<file path="src/rtl/alu_uart_interface.sv">
// alu_uart_interface
// Receives operand A, operand B and opcode as three UART bytes and drives the
// ALU input registers. One cycle later it captures the combinational ALU result
// and hands it to the UART transmitter with a start/done handshake.
// Optional feature: define ALU_IF_TIMEOUT_EN to abandon a partial frame after
// TIMEOUT_CYCLES idle cycles in GET_B/GET_OP (o_timeout_err pulses once).
//
// state    | meaning
// ---------+------------------------------------------------------------
// GET_A    | waiting for operand A byte
// GET_B    | waiting for operand B byte
// GET_OP   | waiting for opcode byte
// EXEC     | one settle cycle for the ALU; result captured at its end
// WAIT_TX  | result byte handed to transmitter, waiting for i_tx_done

module alu_uart_interface #(
  parameter int NB_DATA        = 8,
  parameter int NB_OP          = 6,
  parameter int TIMEOUT_CYCLES = 100_000_000
) (
  input  logic               i_clk,
  input  logic               i_reset,
  input  logic               i_rx_done,
  input  logic [NB_DATA-1:0] i_rx_data,
  input  logic               i_tx_done,
  input  logic [NB_DATA-1:0] i_alu_result,
  output logic [NB_OP-1:0]   o_alu_op,
  output logic [NB_DATA-1:0] o_alu_data_A,
  output logic [NB_DATA-1:0] o_alu_data_B,
  output logic               o_tx_start,
  output logic [NB_DATA-1:0] o_tx_data,
  output logic               o_busy,
  output logic               o_overrun,
  output logic               o_timeout_err
);

  typedef enum logic [2:0] {
    ST_GET_A,
    ST_GET_B,
    ST_GET_OP,
    ST_EXEC,
    ST_WAIT_TX
  } state_t;

  state_t state, state_next;

  logic load_a;
  logic load_b;
  logic load_op;
  logic load_tx;
  logic drop_byte;
  logic tmo_hit;

`ifdef ALU_IF_TIMEOUT_EN
  localparam int NB_CNT = (TIMEOUT_CYCLES > 1) ? $clog2(TIMEOUT_CYCLES) : 1;
  localparam logic [NB_CNT-1:0] CNT_LAST = NB_CNT'(TIMEOUT_CYCLES - 1);

  logic [NB_CNT-1:0] tmo_cnt;
  logic              in_partial;

  assign in_partial = (state == ST_GET_B) || (state == ST_GET_OP);
  assign tmo_hit    = in_partial && !i_rx_done && (tmo_cnt == CNT_LAST);

  // Idle counter inside a partial frame; restarts on any byte or state change.
  always_ff @(posedge i_clk) begin
    if (i_reset) begin
      tmo_cnt <= '0;
    end else if (i_rx_done || (state_next != state) || !in_partial) begin
      tmo_cnt <= '0;
    end else begin
      tmo_cnt <= tmo_cnt + NB_CNT'(1);
    end
  end
`else
  logic unused_timeout_cfg;

  assign unused_timeout_cfg = (TIMEOUT_CYCLES != 0);
  assign tmo_hit            = 1'b0;
`endif

  // State register.
  always_ff @(posedge i_clk) begin
    if (i_reset) begin
      state <= ST_GET_A;
    end else begin
      state <= state_next;
    end
  end

  // Next-state decode plus the load/drop strobes for the datapath registers.
  always_comb begin
    state_next = state;
    load_a     = 1'b0;
    load_b     = 1'b0;
    load_op    = 1'b0;
    load_tx    = 1'b0;
    drop_byte  = 1'b0;
    case (state)
      ST_GET_A: begin
        if (i_rx_done) begin
          load_a     = 1'b1;
          state_next = ST_GET_B;
        end
      end
      ST_GET_B: begin
        if (i_rx_done) begin
          load_b     = 1'b1;
          state_next = ST_GET_OP;
        end else if (tmo_hit) begin
          state_next = ST_GET_A;
        end
      end
      ST_GET_OP: begin
        if (i_rx_done) begin
          load_op    = 1'b1;
          state_next = ST_EXEC;
        end else if (tmo_hit) begin
          state_next = ST_GET_A;
        end
      end
      ST_EXEC: begin
        load_tx    = 1'b1;
        drop_byte  = i_rx_done;
        state_next = ST_WAIT_TX;
      end
      ST_WAIT_TX: begin
        if (i_tx_done) begin
          // A byte arriving with tx_done is the start of the next frame.
          if (i_rx_done) begin
            load_a     = 1'b1;
            state_next = ST_GET_B;
          end else begin
            state_next = ST_GET_A;
          end
        end else begin
          drop_byte = i_rx_done;
        end
      end
      default: state_next = ST_GET_A;
    endcase
  end

  // Operand/opcode/result registers, start pulse and error flags.
  always_ff @(posedge i_clk) begin
    if (i_reset) begin
      o_alu_data_A  <= '0;
      o_alu_data_B  <= '0;
      o_alu_op      <= '0;
      o_tx_data     <= '0;
      o_tx_start    <= 1'b0;
      o_overrun     <= 1'b0;
      o_timeout_err <= 1'b0;
    end else begin
      if (load_a) begin
        o_alu_data_A <= i_rx_data;
      end
      if (load_b) begin
        o_alu_data_B <= i_rx_data;
      end
      if (load_op) begin
        o_alu_op <= i_rx_data[NB_OP-1:0];
      end
      if (load_tx) begin
        o_tx_data <= i_alu_result;
      end
      if (drop_byte) begin
        o_overrun <= 1'b1;
      end
      o_tx_start    <= load_tx;
      o_timeout_err <= tmo_hit;
    end
  end

  assign o_busy = (state == ST_EXEC) || (state == ST_WAIT_TX);

endmodule
</file>
<file path="config.mk">
export PLATFORM = sky130hd
export DESIGN_NAME = alu_uart_interface
export DESIGN_NICKNAME = d
export VERILOG_FILES = /design/src/rtl/alu_uart_interface.sv
export SDC_FILE = /design/constraint.sdc
export NUM_CORES = 1
export LEC_CHECK = 0
export CAP_MARGIN = 20
export CELL_PAD_IN_SITES_DETAIL_PLACEMENT = 0
export CELL_PAD_IN_SITES_GLOBAL_PLACEMENT = 2
export CORE_AREA = 2 2 76 78
export DETAILED_ROUTE_END_ITERATION = 6
export DIE_AREA = 0 0 78 80
export PLACE_DENSITY_LB_ADDON = 0.1
export SKIP_CTS_REPAIR_TIMING = 1
export SLEW_MARGIN = 20
export SYNTH_ARGS = -nofsm -noshare
export SYNTH_HDL_FRONTEND = slang
export SYNTH_SLANG_ARGS = --single-unit
export TNS_END_PERCENT = 10
</file>
<file path="constraint.sdc">
create_clock -name i_clk -period 3.35 [get_ports i_clk]
set_input_delay 0.5025 -clock i_clk [delete_from_list [all_inputs] [get_ports i_clk]]
set_output_delay 0.5025 -clock i_clk [all_outputs]
set_load 0.02 [all_outputs]
</file>
==> flow_summary.yaml <==
detailed_routing:
  dr.first_iter.drc_count: 34
  drcViolationCount: 0
  routedWlPerCell_um: 12.7
  vias: 1095
  route.detailed.vias_per_inst: 4.23
  drt_pre_antenna_iters: 4
  routed_wl_mm: 3.29
  drt.antenna.violating_nets: 0
timing:
  min_period_over_period_pct: 75.9
  rsz0062_at_grt: "no"
  worst_slew_margin_rel_pct: 31.6
  finalClockSkew_ns: 0.00272
  fmax_mhz: 393
  report.final.slew_viol_count: 0
  finalHoldViolCount: 0
  setup_viol_count_final: 0
  tns_setup_ns: 0
  finalWorstPathRequiredPeriod_ns: 2.54
  worstMarginPinSlew_ns: 1.02
cts:
  cts.sinks: 35
  cts_tree: "yes"
  cts.reportedPaths.clkPinSlew_ns: 0.07
  clk_path_buf_depth: 2
  cts_made_buffers: 5
  worst_skew_pair_latency_ns: 0.28
  cts_max_level: 2
  root_buffer: "clkbuf_8"
yosys:
  synthCells: 136
  post_synthesis_cell_type_count: 22
  mappedNetlistNets: 156
  ys_seq_area_share_pct: 49.7
  synth-seq-cells: 35
  synth_warnings: 0
  combined_area_of_all_synthesized_cells_um2: 1410
  synth_area_per_cell_um2: 10.4
layout:
  n_antenna_cell: 0
  syn2layout_area_growth_pct: 45.6
  finish.cell_count_without_fillers: 259
  layout-drive-gt1-share_pct: 4.81
  finish.net_count: 206
floorplanning:
  floorplan.die.height_um: 80
  initial_core_util_pct: 26.1
  dieArea_um2: 6240
  dieWidth_um: 78
  core.rowCount: 27
  core_area_um2: 5410
  io-pin-count: 54
setup_path:
  critical_path.startpoint_type: "register"
  crit_path_end: "o_busy"
  timing.critical_path.slowest_cell_delay_ns: 0.63
  r2r_setup_slack_ns: 1.79
  critical_path.top_delay_family: "simple AND/OR/NAND/NOR gates"
  maximum_fanout_count_along_the_critical_path: 11
  worst_r2r_startpoint: "state[0]"
  slowest_stage: "clkdlybuf4s50_1"
  worst_setup_path_end_kind: "primary output"
  timing.setup.critical_path_class: "reg2out"
  crit_path_cell_chain: "nand3b_1 -> nand2_1 -> clkdlybuf4s50_1"
  cp_data_arrival_time_ns: 2.04
  critPathRequiredTime_ns: 2.85
  timing.critical_path.depth: 3
  crit_buf_inv: 1
  setup.worst_path.start: "state[0]"
  capture_instance_of_the_worst_register_to_register_path: "o_alu_data_B[0]"
  worst_r2r_path_depth: 3
global_routing:
  pin_count_of_the_biggest_net_entering_global_routing: 36
  grt_pass1_wl_mm: 5.23
  grt_util_all_layers_pct: 11.1
  first_global_vias: 1093
  grt-ovfl-total: 0
  antenna_violations_before_repair: 0
pwr:
  power_density_nw_per_um2: 438
  vdd_drop_max_v: 0.000254
  power.static_leakage_nw: 0.802
min_path:
  hold_path_class: "reg2reg"
outcome:
  outcome: "finished clean"
job:
  drv_cap: 0
placement:
  port_buffer_count: 52
  numPlacedInstances: 251
  gp_congestion: 0.638
  hpwl_mm: 2.37
-- kinds of logic (layout without fill, tap and decap cells) --
logic type,after synthesis,after routing,synth area share (%)
compound gates,3,3,1.60
mux,32,32,22.7
simple gates,54,54,21.3
flops,35,35,49.7
buf+inv,11,62,4.35
other cells,1,1,0.266
-- placed cells by master (no fill, tap or decap) --
master / count
clkbuf_1: 2
and4bb_1: 2
mux2i_1: 32
nand2b_1: 18
nor2_1: 26
nor2b_1: 1
or3b_4: 1
clkinv_2: 1
nand3b_1: 1
a21boi_1: 1
nor3_1: 1
o32ai_1: 1
buf_4: 1
dfxtp_1: 35
clkdlybuf4s50_1: 52
nor2_8: 1
o22ai_1: 1
nand2_1: 2
conb_1: 1
clkbuf_8: 5
and2b_1: 1
inv_1: 1
-- metal layers --
layer  vias to the layer above  part of all wire (%)  GRT usage (%)
met4                         0                   1.2           3.68
met3                         5                   7.2           6.11
met5                         -                     0              0
li1                        547                     -              -
met1                       519                    44           12.6
met2                        24                    48           17.8
-- area by class of cell --
| cell class | count | area (µm²) |
|---|---|---|
| clock buffer | 7 | 76.3 |
| clock inverter | 1 | 5.00 |
| fill | 554 | 3350 |
| inverter | 1 | 3.75 |
| multi-input combinational | 90 | 647 |
| sequential | 35 | 701 |
| tap | 72 | 90.1 |
| timing repair buffer | 53 | 528 |
-- state kept, by name, indices dropped and copies added (netlist names) --
signal / flops
o_alu_data_A: 8
o_alu_data_B: 8
o_alu_op: 6
o_overrun: 1
o_tx_data: 8
o_tx_start: 1
state: 3
-- cells in the mapped netlist (all sizes together) --
cell    count  area, µm²
o22ai       1       6.26
nand3b      1       7.51
inv         1       3.75
and2b       1       7.51
nand2b     18        113
or3b        1       11.3
nor3        1       5.00
dfxtp      35        701
buf         8       50.0
and4bb      2       25.0
nand2       2       7.51
a21boi      1       7.51
o32ai       1       8.76
mux2i      32        320
conb        1       3.75
clkbuf      2       7.51
nor2b       1       6.26
nor2       27        118
-- where the power goes --
part	total [mW]	switching [mW]	leakage, nW	internal (mW)
clock	0.292	0.146	0.0422	0.146
combinational	0.156	0.0735	0.476	0.0826
sequential	0.450	0.0138	0.285	0.436
-- per-stage QoR --
step / power, mW / hold slack (ns) / utilization, % / worst slack [ns] / area [µm²]
floorplan: 0.548 / 0.480 / - / 1.94 / 1410
global placement: 0.616 / 0.460 / 36.4 / 1.15 / 1970
detailed placement: 0.618 / 0.470 / 36.4 / 1.11 / 1970
CTS: 0.913 / 0.479 / 37.9 / 0.772 / 2050
global route: 0.947 / 0.502 / 37.9 / 0.673 / 2050
finish: 0.898 / 0.473 / 37.9 / 0.806 / 2050
-- worst min-delay path by stage --
stage                     slack [ns]       startpoint               to  depth (start not counted)
after floorplan                 0.48         state[2]         state[1]                          1
after global placement          0.46  o_alu_data_A[1]  o_alu_data_A[1]                          2
after detailed placement        0.47  o_alu_data_A[1]  o_alu_data_A[1]                          2
after CTS                       0.48  o_alu_data_A[1]  o_alu_data_A[1]                          2
after global routing            0.50  o_alu_data_A[7]  o_alu_data_A[7]                          2
final                           0.47  o_alu_data_A[1]  o_alu_data_A[1]                          2
-- tightest hold or removal path: stages, from the launching register on --
cell and delay, ns:
dfxtp_1 0.31, nand2b_1 0.06, mux2i_1 0.06
Note: power is estimated with default switching activity, not from simulation.
